<file path="config.mk">
export PLATFORM = sky130hd
export DESIGN_NAME = axi_bus_sequencer_flat
export DESIGN_NICKNAME = d
export VERILOG_FILES = /design/src/rtl/axi_bus_sequencer_if.sv /design/src/rtl/axi_bus_sequencer.sv /design/src/flat_wrapper.sv
export SDC_FILE = /design/constraint.sdc
export NUM_CORES = 1
export LEC_CHECK = 0
export CORE_ASPECT_RATIO = 0.75
export CORE_MARGIN = 1.5
export CORE_UTILIZATION = 44
export DETAILED_ROUTE_END_ITERATION = 10
export PLACE_DENSITY_LB_ADDON = 0.12
export SETUP_SLACK_MARGIN = 0.15
export SKIP_CTS_REPAIR_TIMING = 1
export SYNTH_ARGS = -nofsm -noshare
export SYNTH_HDL_FRONTEND = slang
export SYNTH_SLANG_ARGS = --single-unit
</file>
<file path="constraint.sdc">
create_clock -name clk -period 2.5 [get_ports clk]
set_input_delay 0.5 -clock clk [delete_from_list [all_inputs] [get_ports clk]]
set_output_delay 0.5 -clock clk [all_outputs]
set_load 0.03 [all_outputs]
</file>
<file path="src/rtl/axi_bus_sequencer_if.sv">
// AXI4-Lite master-side bundle for the CPU bus sequencer.
// Master drives requests and ready; slave drives responses.
interface axi_bus_sequencer_if;
  logic [31:0] m_awaddr;
  logic [2:0]  m_awprot;
  logic        m_awvalid;
  logic        m_awready;
  logic [31:0] m_wdata;
  logic [3:0]  m_wstrb;
  logic        m_wvalid;
  logic        m_wready;
  logic [1:0]  m_bresp;
  logic        m_bvalid;
  logic        m_bready;
  logic [31:0] m_araddr;
  logic [2:0]  m_arprot;
  logic        m_arvalid;
  logic        m_arready;
  logic [31:0] m_rdata;
  logic [1:0]  m_rresp;
  logic        m_rvalid;
  logic        m_rready;

  modport master (
    output m_awaddr, m_awprot, m_awvalid,
    input  m_awready,
    output m_wdata, m_wstrb, m_wvalid,
    input  m_wready,
    input  m_bresp, m_bvalid,
    output m_bready,
    output m_araddr, m_arprot, m_arvalid,
    input  m_arready,
    input  m_rdata, m_rresp, m_rvalid,
    output m_rready
  );

  modport slave (
    input  m_awaddr, m_awprot, m_awvalid,
    output m_awready,
    input  m_wdata, m_wstrb, m_wvalid,
    output m_wready,
    output m_bresp, m_bvalid,
    input  m_bready,
    input  m_araddr, m_arprot, m_arvalid,
    output m_arready,
    output m_rdata, m_rresp, m_rvalid,
    input  m_rready
  );
endinterface

</file>
<file path="src/rtl/axi_bus_sequencer.sv">
// Turns one classified CPU bus cycle into an AXI4-Lite
// transaction or a one-cycle internal strobe, with timeout.
module axi_bus_sequencer #(
  parameter int TIMEOUT_CYCLES = 255
) (
  input  logic        clk,
  input  logic        rst_n,
  input  logic [2:0]  addr_type,
  input  logic [31:0] A32,
  input  logic [31:0] D32,
  input  logic [3:0]  wstrb,
  input  logic        is_read,
  output logic        cpu_ready,
  output logic [7:0]  cpu_rdata,
  output logic        int_sel,
  output logic [2:0]  int_type,
  output logic [11:0] int_addr,
  output logic [7:0]  int_wdata,
  output logic        int_we,
  input  logic [7:0]  int_rdata,
  output logic        bus_err,
  axi_bus_sequencer_if.master m
);

  localparam logic [2:0] AT_NOP = 3'd0;
  localparam logic [2:0] AT_AXI = 3'd2;
  localparam logic [2:0] AT_ROM = 3'd3;
  localparam logic [2:0] AT_RAM = 3'd4;
  localparam logic [2:0] AT_PER = 3'd5;

  localparam logic [7:0] TO_LAST = 8'(TIMEOUT_CYCLES - 1);

  typedef enum logic [2:0] {
    S_IDLE, S_INT, S_INT_RD, S_AR,
    S_R, S_AWW, S_B, S_DONE
  } state_e;

  state_e      state_q, state_d;
  logic [7:0]  cnt_q, cnt_d;
  logic [1:0]  lane_q, lane_d;
  logic        cpu_ready_q, cpu_ready_d;
  logic [7:0]  cpu_rdata_q, cpu_rdata_d;
  logic        int_sel_q, int_sel_d;
  logic [2:0]  int_type_q, int_type_d;
  logic [11:0] int_addr_q, int_addr_d;
  logic [7:0]  int_wdata_q, int_wdata_d;
  logic        int_we_q, int_we_d;
  logic        bus_err_q, bus_err_d;
  logic [31:0] awaddr_q, awaddr_d;
  logic        awvalid_q, awvalid_d;
  logic [31:0] wdata_q, wdata_d;
  logic [3:0]  wstrb_q, wstrb_d;
  logic        wvalid_q, wvalid_d;
  logic        bready_q, bready_d;
  logic [31:0] araddr_q, araddr_d;
  logic        arvalid_q, arvalid_d;
  logic        rready_q, rready_d;

  logic is_axi, is_int, tmo;
  logic aw_ok, w_ok;
  logic fin, fin_err, fin_ff;

  assign is_axi = (addr_type == AT_AXI);
  assign is_int = (addr_type == AT_ROM) ||
                  (addr_type == AT_RAM) ||
                  (addr_type == AT_PER);
  assign tmo    = (cnt_q == TO_LAST);
  assign aw_ok  = !awvalid_q || m.m_awready;
  assign w_ok   = !wvalid_q || m.m_wready;

  // Next-state and registered-output computation
  always_comb begin
    state_d     = state_q;
    cnt_d       = cnt_q;
    lane_d      = lane_q;
    cpu_ready_d = cpu_ready_q;
    cpu_rdata_d = cpu_rdata_q;
    int_sel_d   = 1'b0;
    int_type_d  = int_type_q;
    int_addr_d  = int_addr_q;
    int_wdata_d = int_wdata_q;
    int_we_d    = int_we_q;
    bus_err_d   = 1'b0;
    awaddr_d    = awaddr_q;
    awvalid_d   = awvalid_q;
    wdata_d     = wdata_q;
    wstrb_d     = wstrb_q;
    wvalid_d    = wvalid_q;
    bready_d    = bready_q;
    araddr_d    = araddr_q;
    arvalid_d   = arvalid_q;
    rready_d    = rready_q;
    fin         = 1'b0;
    fin_err     = 1'b0;
    fin_ff      = 1'b0;

    unique case (state_q)
      S_IDLE: begin
        if (addr_type != AT_NOP) begin
          cnt_d  = '0;
          lane_d = A32[1:0];
          unique case (1'b1)
            is_axi && is_read: begin
              state_d   = S_AR;
              araddr_d  = A32;
              arvalid_d = 1'b1;
            end
            is_axi && !is_read: begin
              state_d   = S_AWW;
              awaddr_d  = A32;
              wdata_d   = D32;
              wstrb_d   = wstrb;
              awvalid_d = 1'b1;
              wvalid_d  = 1'b1;
            end
            is_int: begin
              state_d     = S_INT;
              int_sel_d   = 1'b1;
              int_type_d  = addr_type;
              int_addr_d  = A32[11:0];
              int_wdata_d = D32[7:0];
              int_we_d    = !is_read;
            end
            default: begin
              fin     = 1'b1;
              fin_err = 1'b1;
              fin_ff  = 1'b1;
            end
          endcase
        end
      end
      S_INT: begin
        if (int_we_q) fin = 1'b1;
        else state_d = S_INT_RD;
      end
      S_INT_RD: begin
        cpu_rdata_d = int_rdata;
        fin = 1'b1;
      end
      S_AR: begin
        cnt_d = cnt_q + 8'd1;
        if (tmo) begin
          arvalid_d = 1'b0;
          fin = 1'b1; fin_err = 1'b1; fin_ff = 1'b1;
        end else if (m.m_arready) begin
          arvalid_d = 1'b0;
          rready_d  = 1'b1;
          state_d   = S_R;
        end
      end
      S_R: begin
        cnt_d = cnt_q + 8'd1;
        if (m.m_rvalid) begin
          rready_d = 1'b0;
          fin = 1'b1;
          if (m.m_rresp != 2'b00) begin
            fin_err = 1'b1;
            fin_ff  = 1'b1;
          end else begin
            cpu_rdata_d = m.m_rdata[{lane_q, 3'b000} +: 8];
          end
        end else if (tmo) begin
          rready_d = 1'b0;
          fin = 1'b1; fin_err = 1'b1; fin_ff = 1'b1;
        end
      end
      S_AWW: begin
        cnt_d = cnt_q + 8'd1;
        if (tmo) begin
          awvalid_d = 1'b0;
          wvalid_d  = 1'b0;
          fin = 1'b1; fin_err = 1'b1; fin_ff = 1'b1;
        end else begin
          if (m.m_awready) awvalid_d = 1'b0;
          if (m.m_wready)  wvalid_d  = 1'b0;
          if (aw_ok && w_ok) begin
            bready_d = 1'b1;
            state_d  = S_B;
          end
        end
      end
      S_B: begin
        cnt_d = cnt_q + 8'd1;
        if (m.m_bvalid) begin
          bready_d = 1'b0;
          fin = 1'b1;
          fin_err = (m.m_bresp != 2'b00);
        end else if (tmo) begin
          bready_d = 1'b0;
          fin = 1'b1; fin_err = 1'b1; fin_ff = 1'b1;
        end
      end
      S_DONE: begin
        if (addr_type == AT_NOP) begin
          state_d     = S_IDLE;
          cpu_ready_d = 1'b0;
        end
      end
    endcase

    if (fin) begin
      state_d     = S_DONE;
      cpu_ready_d = 1'b1;
      bus_err_d   = fin_err;
      if (fin_ff) cpu_rdata_d = 8'hFF;
    end
  end

  // State and output registers, cleared asynchronously
  always_ff @(posedge clk or negedge rst_n) begin
    if (!rst_n) begin
      state_q     <= S_IDLE;
      cnt_q       <= '0;
      lane_q      <= '0;
      cpu_ready_q <= 1'b0;
      cpu_rdata_q <= '0;
      int_sel_q   <= 1'b0;
      int_type_q  <= '0;
      int_addr_q  <= '0;
      int_wdata_q <= '0;
      int_we_q    <= 1'b0;
      bus_err_q   <= 1'b0;
      awaddr_q    <= '0;
      awvalid_q   <= 1'b0;
      wdata_q     <= '0;
      wstrb_q     <= '0;
      wvalid_q    <= 1'b0;
      bready_q    <= 1'b0;
      araddr_q    <= '0;
      arvalid_q   <= 1'b0;
      rready_q    <= 1'b0;
    end else begin
      state_q     <= state_d;
      cnt_q       <= cnt_d;
      lane_q      <= lane_d;
      cpu_ready_q <= cpu_ready_d;
      cpu_rdata_q <= cpu_rdata_d;
      int_sel_q   <= int_sel_d;
      int_type_q  <= int_type_d;
      int_addr_q  <= int_addr_d;
      int_wdata_q <= int_wdata_d;
      int_we_q    <= int_we_d;
      bus_err_q   <= bus_err_d;
      awaddr_q    <= awaddr_d;
      awvalid_q   <= awvalid_d;
      wdata_q     <= wdata_d;
      wstrb_q     <= wstrb_d;
      wvalid_q    <= wvalid_d;
      bready_q    <= bready_d;
      araddr_q    <= araddr_d;
      arvalid_q   <= arvalid_d;
      rready_q    <= rready_d;
    end
  end

  assign cpu_ready   = cpu_ready_q;
  assign cpu_rdata   = cpu_rdata_q;
  assign int_sel     = int_sel_q;
  assign int_type    = int_type_q;
  assign int_addr    = int_addr_q;
  assign int_wdata   = int_wdata_q;
  assign int_we      = int_we_q;
  assign bus_err     = bus_err_q;
  assign m.m_awaddr  = awaddr_q;
  assign m.m_awprot  = 3'b000;
  assign m.m_awvalid = awvalid_q;
  assign m.m_wdata   = wdata_q;
  assign m.m_wstrb   = wstrb_q;
  assign m.m_wvalid  = wvalid_q;
  assign m.m_bready  = bready_q;
  assign m.m_araddr  = araddr_q;
  assign m.m_arprot  = 3'b000;
  assign m.m_arvalid = arvalid_q;
  assign m.m_rready  = rready_q;

endmodule

</file>
<file path="src/flat_wrapper.sv">
// flat-port wrapper written by rule: the top's interface ports become plain ports
module axi_bus_sequencer_flat 
#(
  parameter int TIMEOUT_CYCLES = 255
)
  (clk, rst_n, addr_type, A32, D32, wstrb, is_read, cpu_ready, cpu_rdata, int_sel, int_type, int_addr, int_wdata, int_we, int_rdata, bus_err, m_m_awaddr, m_m_awprot, m_m_awvalid, m_m_awready, m_m_wdata, m_m_wstrb, m_m_wvalid, m_m_wready, m_m_bresp, m_m_bvalid, m_m_bready, m_m_araddr, m_m_arprot, m_m_arvalid, m_m_arready, m_m_rdata, m_m_rresp, m_m_rvalid, m_m_rready);
  axi_bus_sequencer_if m_i ();
  input  logic clk;
  input  logic rst_n;
  input  logic [2:0] addr_type;
  input  logic [31:0] A32;
  input  logic [31:0] D32;
  input  logic [3:0] wstrb;
  input  logic is_read;
  output logic cpu_ready;
  output logic [7:0] cpu_rdata;
  output logic int_sel;
  output logic [2:0] int_type;
  output logic [11:0] int_addr;
  output logic [7:0] int_wdata;
  output logic int_we;
  input  logic [7:0] int_rdata;
  output logic bus_err;
  output wire logic [$bits(m_i.m_awaddr)-1:0] m_m_awaddr;
  output wire logic [$bits(m_i.m_awprot)-1:0] m_m_awprot;
  output wire logic [$bits(m_i.m_awvalid)-1:0] m_m_awvalid;
  input wire logic [$bits(m_i.m_awready)-1:0] m_m_awready;
  output wire logic [$bits(m_i.m_wdata)-1:0] m_m_wdata;
  output wire logic [$bits(m_i.m_wstrb)-1:0] m_m_wstrb;
  output wire logic [$bits(m_i.m_wvalid)-1:0] m_m_wvalid;
  input wire logic [$bits(m_i.m_wready)-1:0] m_m_wready;
  input wire logic [$bits(m_i.m_bresp)-1:0] m_m_bresp;
  input wire logic [$bits(m_i.m_bvalid)-1:0] m_m_bvalid;
  output wire logic [$bits(m_i.m_bready)-1:0] m_m_bready;
  output wire logic [$bits(m_i.m_araddr)-1:0] m_m_araddr;
  output wire logic [$bits(m_i.m_arprot)-1:0] m_m_arprot;
  output wire logic [$bits(m_i.m_arvalid)-1:0] m_m_arvalid;
  input wire logic [$bits(m_i.m_arready)-1:0] m_m_arready;
  input wire logic [$bits(m_i.m_rdata)-1:0] m_m_rdata;
  input wire logic [$bits(m_i.m_rresp)-1:0] m_m_rresp;
  input wire logic [$bits(m_i.m_rvalid)-1:0] m_m_rvalid;
  output wire logic [$bits(m_i.m_rready)-1:0] m_m_rready;
  assign m_m_awaddr = m_i.m_awaddr;
  assign m_m_awprot = m_i.m_awprot;
  assign m_m_awvalid = m_i.m_awvalid;
  assign m_i.m_awready = m_m_awready;
  assign m_m_wdata = m_i.m_wdata;
  assign m_m_wstrb = m_i.m_wstrb;
  assign m_m_wvalid = m_i.m_wvalid;
  assign m_i.m_wready = m_m_wready;
  assign m_i.m_bresp = m_m_bresp;
  assign m_i.m_bvalid = m_m_bvalid;
  assign m_m_bready = m_i.m_bready;
  assign m_m_araddr = m_i.m_araddr;
  assign m_m_arprot = m_i.m_arprot;
  assign m_m_arvalid = m_i.m_arvalid;
  assign m_i.m_arready = m_m_arready;
  assign m_i.m_rdata = m_m_rdata;
  assign m_i.m_rresp = m_m_rresp;
  assign m_i.m_rvalid = m_m_rvalid;
  assign m_m_rready = m_i.m_rready;
  axi_bus_sequencer #(.TIMEOUT_CYCLES(TIMEOUT_CYCLES)) u_core (.clk(clk), .rst_n(rst_n), .addr_type(addr_type), .A32(A32), .D32(D32), .wstrb(wstrb), .is_read(is_read), .cpu_ready(cpu_ready), .cpu_rdata(cpu_rdata), .int_sel(int_sel), .int_type(int_type), .int_addr(int_addr), .int_wdata(int_wdata), .int_we(int_we), .int_rdata(int_rdata), .bus_err(bus_err), .m(m_i));
endmodule
</file>
== After elaboration in Yosys (flattened, before gate mapping) ==
Cells that the tools add are included.

* Bits of input ports: 123
* Logic and storage cells: 151
* Output and inout bits: 146
* Register bits: 153

* Add/sub/neg operators: 1
* Multiplexer cells: 59
* Equal/unequal tests: 32
* Reductions and logical operators: 38
* Shift-type cells: 1

{| class="wikitable"
|+ Operator list
! kind !! count
|-
| $mux W8 || 5
|-
| $mux W1 || 34
|-
| $pmux W8 S2 || 2
|-
| $shiftx A32 B6 Y8 || 1
|-
| $mux W3 || 8
|-
| $reduce_and A4 Y1 || 5
|-
| $eq A3 B3 Y1 const B || 6
|-
| $ne A3 B2 Y1 const B || 6
|-
| $reduce_bool A2 Y1 || 9
|-
| $pmux W3 S5 || 1
|-
| $eq A3 B2 Y1 const B || 4
|-
| $pmux W1 S2 || 5
|-
| $ne A3 B1 Y1 const B || 3
|-
| $ne A3 B3 Y1 const B || 3
|-
| $pmux W3 S3 || 1
|-
| $reduce_and A3 Y1 || 3
|-
| $reduce_and A9 Y1 || 1
|-
| $add A8 B1 Y8 const B || 1
|-
| $eq A8 B8 Y1 const B || 1
|-
| $ne A2 B1 Y1 const B || 4
|-
| $pmux W1 S4 || 2
|-
| $logic_not A3 Y1 || 2
|-
| $ne A2 B2 Y1 const B || 3
|-
| $pmux W1 S6 || 1
|-
| 11 further kinds || 20
|}

== Longest topological paths before layout ==
* Depth in word-level cells: 9
* Depth in mapped cells: 7

== Least setup slack after synthesis ==
OpenSTA, ideal clock, no wires.

* Path type: input to register
* Start: input addr_type[2]
* End: register u_core.awaddr_q[0] (netlist: u_core.m.m_awaddr[0])
* Setup time: 0.125 ns
* Arrival time: 2.031 ns
* Path slack: 0.344 ns
* Cell stages on the path: 6
* Path through: buf_6 -> nand2b_4 -> or3_4 -> nor4_4 -> buf_6 -> mux2_2

* Word-level cells in the longest chain between the ends: 3
* Elaborated cells on any way between the ends: 4
* Those cells by class: eq/ne: 1; reduce/logical: 3

{| class="wikitable"
|+ Ends and longest elaborated chain
! element !! line !! RTL
|-
| start: declaration || flat_wrapper.sv:10 || <nowiki>input logic [2:0] addr_type;</nowiki>
|-
| $eq A3 B2 Y1 || axi_bus_sequencer.sv:63 || <nowiki>assign is_axi = (addr_type == AT_AXI);</nowiki>
|-
| $logic_and A1 B1 Y1 || axi_bus_sequencer.sv:108 || <nowiki>is_axi && !is_read: begin</nowiki>
|-
| $reduce_and A3 Y1 (no source line) * || n/a ||
|-
| end signal: assignment || axi_bus_sequencer.sv:244 || <nowiki>awaddr_q <= awaddr_d;</nowiki>
|-
| end: declaration || axi_bus_sequencer.sv:49 || <nowiki>logic [31:0] awaddr_q, awaddr_d;</nowiki>
|}

Mark *: on every way between the ends. The rest lies on a longest branch, timed or not.
A chain may end at the register's enable or synchronous reset.

== Worst setup path after layout ==
* Start: register u_core.state_q[0]
* End: register u_core.state_q[2]

* Word-level cells in the longest chain between the ends: 5
* Elaborated cells on any way between the ends: 22
* Those cells by class: eq/ne: 15; mux: 3; reduce/logical: 4

{| class="wikitable"
|+ Ends and longest elaborated chain
! element !! line !! RTL
|-
| start: declaration || axi_bus_sequencer.sv:38 || <nowiki>state_e state_q, state_d;</nowiki>
|-
| start signal: assignment || axi_bus_sequencer.sv:233 || <nowiki>state_q <= state_d;</nowiki>
|-
| $eq A3 B2 Y1 / $eq A3 B3 Y1 (equally long branches) || axi_bus_sequencer.sv:97 || <nowiki>unique case (state_q)</nowiki>
|-
| $reduce_or A2 Y1 (no source line) || n/a ||
|-
| $pmux W1 S6 || axi_bus_sequencer.sv:97 ||
|-
| $ne A5 B1 Y1 (no source line), or another cell as far along || n/a ||
|-
| $reduce_and A9 Y1 (no source line) || n/a ||
|}

Several ways; a longest one is shown, not always the timed one.

==> flow_summary.toml <==
[critical_path]
cp-end-kind = "register"
crit_fanout = 18
required_ps = 2800
crit_slowest_cell = "dfrtp_1"
startpoint_type = "register"
r2r-end = "u_core.state_q[2]"
r2r_start = "u_core.state_q[0]"
rrSetupSlack_ps = 330
slowest_delay_ps = 580
cp.arrival_ps = 2470
crit_chain = "nor2b_1 > a21o_1 > a211o_1 > or3_1 > mux2_2"
criticalPathCategory = "register to register"
r2r_cells = 5

[min_path]
hold_path.class = "register to register"
min_path_cells = 1
hold_path_end = "u_core.m.m_rready"
holdCritStartpoint = "u_core.m.m_rready"

[layout]
layout.cells.non_filler = 999
seq_area_um2 = 3829
final_common_cell = "clkdlybuf4s50_1"
fin_nets = 911
syn_to_final_growth_pct = 52.46
diodes = 0
multiInputGateArea_um2 = 2651
drive_gt1_frac = 0.2516
mostFrequentLayoutCells = "261 x clkdlybuf4s50_1, 153 x dfrtp_1, 116 x mux2_2"
nFillCells = 1069

[die]
die_h_um = 110.2
row_count = 38
fp.coreArea_um2 = 14740
die-area_um2 = 16080
initial_utilization = 0.4575
die_w_um = 145.9
boundaryPins = 269

[timing]
timing.fmax_mhz = 461.7
fin_crit_ps = 2166
finalHoldViolCount = 0
period_share = 0.8664
clock_skew_ps = 8.780
slew_viol_final = 0
rsz0062_at_grt = "no"
setup_viol = 0
worst_pin_slew_ps = 567.1
slew_headroom = 0.6219

[drt]
final_antenna_net_count = 0
drc = 0
first_pass_iters = 5
dr_total_vias = 5182
routedWlPerCell_um = 18.30
drt-total-wl_mm = 18.28
dr.first_iter.drc_count = 212
post_drt_via_cell_ratio = 5.187

[placement]
numPortBuffers = 262
dpl.hpwl_mm = 13.49
dp.cells = 966
gp_congestion = 0.8471

[synth]
synth-edff-count = 0
synthFlopType = "dfrtp_1"
ys_seq_area_frac = 0.5678
ys_async_sr_fraction = 1.000
syn_avg_cell_area_um2 = 13.38
syn_inst = 504
ys_warn_count = 0
synth_seq_cells = 153
netlist-cell-type-count = 55
synth_area_um2 = 6743

[clocking]
cts_tree = "yes"
cts_buffer_depth = 2
cts_buffers = 17
clkLatencyLatePin_ps = 420
h-tree-depth = 4
clkSlewWorstSetupHoldPaths_ps = 60
cts.sinks = 153
clk_root_buffer_cell = "clkbuf_16"

[global_route]
antenna_found_initial = 0
grt_usage = 0.2336
grt_max_degree = 69
gr-total-overflow = 0
grt_pass1_vias = 5349
grt_pass1_wl_mm = 28.64

[pwr]
leakagePower_uw = 0.004563
power_uw = 13070
p_per_area_nw_per_um2 = 1271
vdd_drop_max_uv = 690.8

[run_status]
status = "finished clean"

[flow_run]
drv_cap = 0
flip-flops by register name, indices dropped and copies added, names as in the netlist:
register and flops:
u_core.m.m_araddr 32, u_core.m.m_awaddr 32, u_core.m.m_wdata 32, u_core.int_addr 12, u_core.cnt_q 8, u_core.cpu_rdata 8
u_core.int_wdata 8, u_core.m.m_wstrb 4, u_core.int_type 3, u_core.state_q 3, u_core.lane_q 2, u_core.bus_err 1
u_core.cpu_ready 1, u_core.int_sel 1, u_core.int_we 1, u_core.m.m_arvalid 1, u_core.m.m_awvalid 1, u_core.m.m_bready 1
u_core.m.m_rready 1, u_core.m.m_wvalid 1
cell type report:
type | instances | area share
multi-input cells | 310 | 0.2579
inverters | 15 | 0.005477
clock inverters | 14 | 0.01558
flip-flops and latches | 153 | 0.3724
well taps | 200 | 0.02434
repair buffers | 289 | 0.2825
clock buffers | 18 | 0.04175
metrics by stage:
| stage | utilization | setup slack [ps] | hold slack (ps) | instance area (um^2) | TNS (ps) |
|---|---|---|---|---|---|
| 3_3_place_gp | 0.6568 | 11.30 | 426.0 | 9681 | 0 |
| 5_1_grt | 0.6975 | 178.9 | 521.0 | 10280 | 0 |
| 3_5_place_dp | 0.6568 | -7.252 | 429.7 | 9681 | -21.14 |
| 2_1_floorplan | - | 344.2 | 204.4 | 6761 | 0 |
| 4_1_cts | 0.6968 | 371.4 | -26.59 | 10270 | 0 |
| 6_report | 0.6975 | 334.0 | 504.7 | 10280 | 0 |
worst max-delay path: cells and delay by family (launching register included):
kind	cells	cell delay, ps
and+or+nand+nor	2	660
DFF	1	580
AOI/OAI and AO/OA	2	550
muxes	1	260
synth_stat cells (2+ instances only):
library cell,instances,area (um^2)
or3b_2,2,17.52
nand3_1,2,10.01
nor3b_1,3,22.52
xnor2_1,5,43.79
dfrtp_1,153,3829
mux2_4,8,120.1
nand2_1,44,165.2
ha_1,2,25.02
nor2_1,14,52.55
a21oi_1,14,70.07
nor2b_1,6,37.54
a21o_1,2,15.01
o22ai_1,2,12.51
o21ai_0,24,120.1
nand3b_1,3,22.52
mux4_2,8,180.2
or3_1,4,25.02
buf_6,11,123.9
buf_2,7,35.03
nor3_1,9,45.04
clkbuf_1,6,22.52
buf_4,6,45.04
a222oi_1,7,70.07
mux2_2,116,1306
o211ai_1,2,15.01
inv_1,15,56.30
routing by layer:
layer | share of wire | GRT usage | up-vias
li1 | - | - | 2364
met1 | 0.42 | 0.2947 | 2585
met2 | 0.48 | 0.3690 | 212
met3 | 0.089 | 0.09012 | 21
met4 | 0.017 | 0.08601 | 0
met5 | 0 | 0 | -
how the worst max path moves through the flow:
stage               cells past startpoint               from                     to  slack [ps]
finish                                  5  u_core.state_q[0]      u_core.state_q[2]         330
global placement                        7       addr_type[1]   u_core.m.m_wdata[25]          10
CTS                                     5  u_core.state_q[0]      u_core.state_q[2]         370
detailed placement                      7       addr_type[1]  u_core.m.m_awaddr[15]          -7
global route                            6  u_core.state_q[0]      u_core.state_q[2]         180
floorplan                               6       addr_type[2]   u_core.m.m_awaddr[0]         340
logic make-up (layout without fill, tap and decap cells):
kind of cell / Yosys count / after routing / synth area share
xor+xnor: 6 / 6 / 0.007794
simple gates: 98 / 98 / 0.07423
mux: 133 / 133 / 0.2397
fa+ha+maj: 2 / 2 / 0.003711
buf+inv: 46 / 336 / 0.04249
compound gates: 65 / 65 / 0.06365
other cells: 1 / 6 / 0.0005562
flops: 153 / 153 / 0.5678
power by group:
| group | switching (uW) | internal (uW) | total (uW) |
|---|---|---|---|
| combinational | 3340 | 2940 | 6280 |
| sequential | 740 | 3460 | 4200 |
| clock | 1080 | 1500 | 2580 |
(Power assumes the default switching activity.)
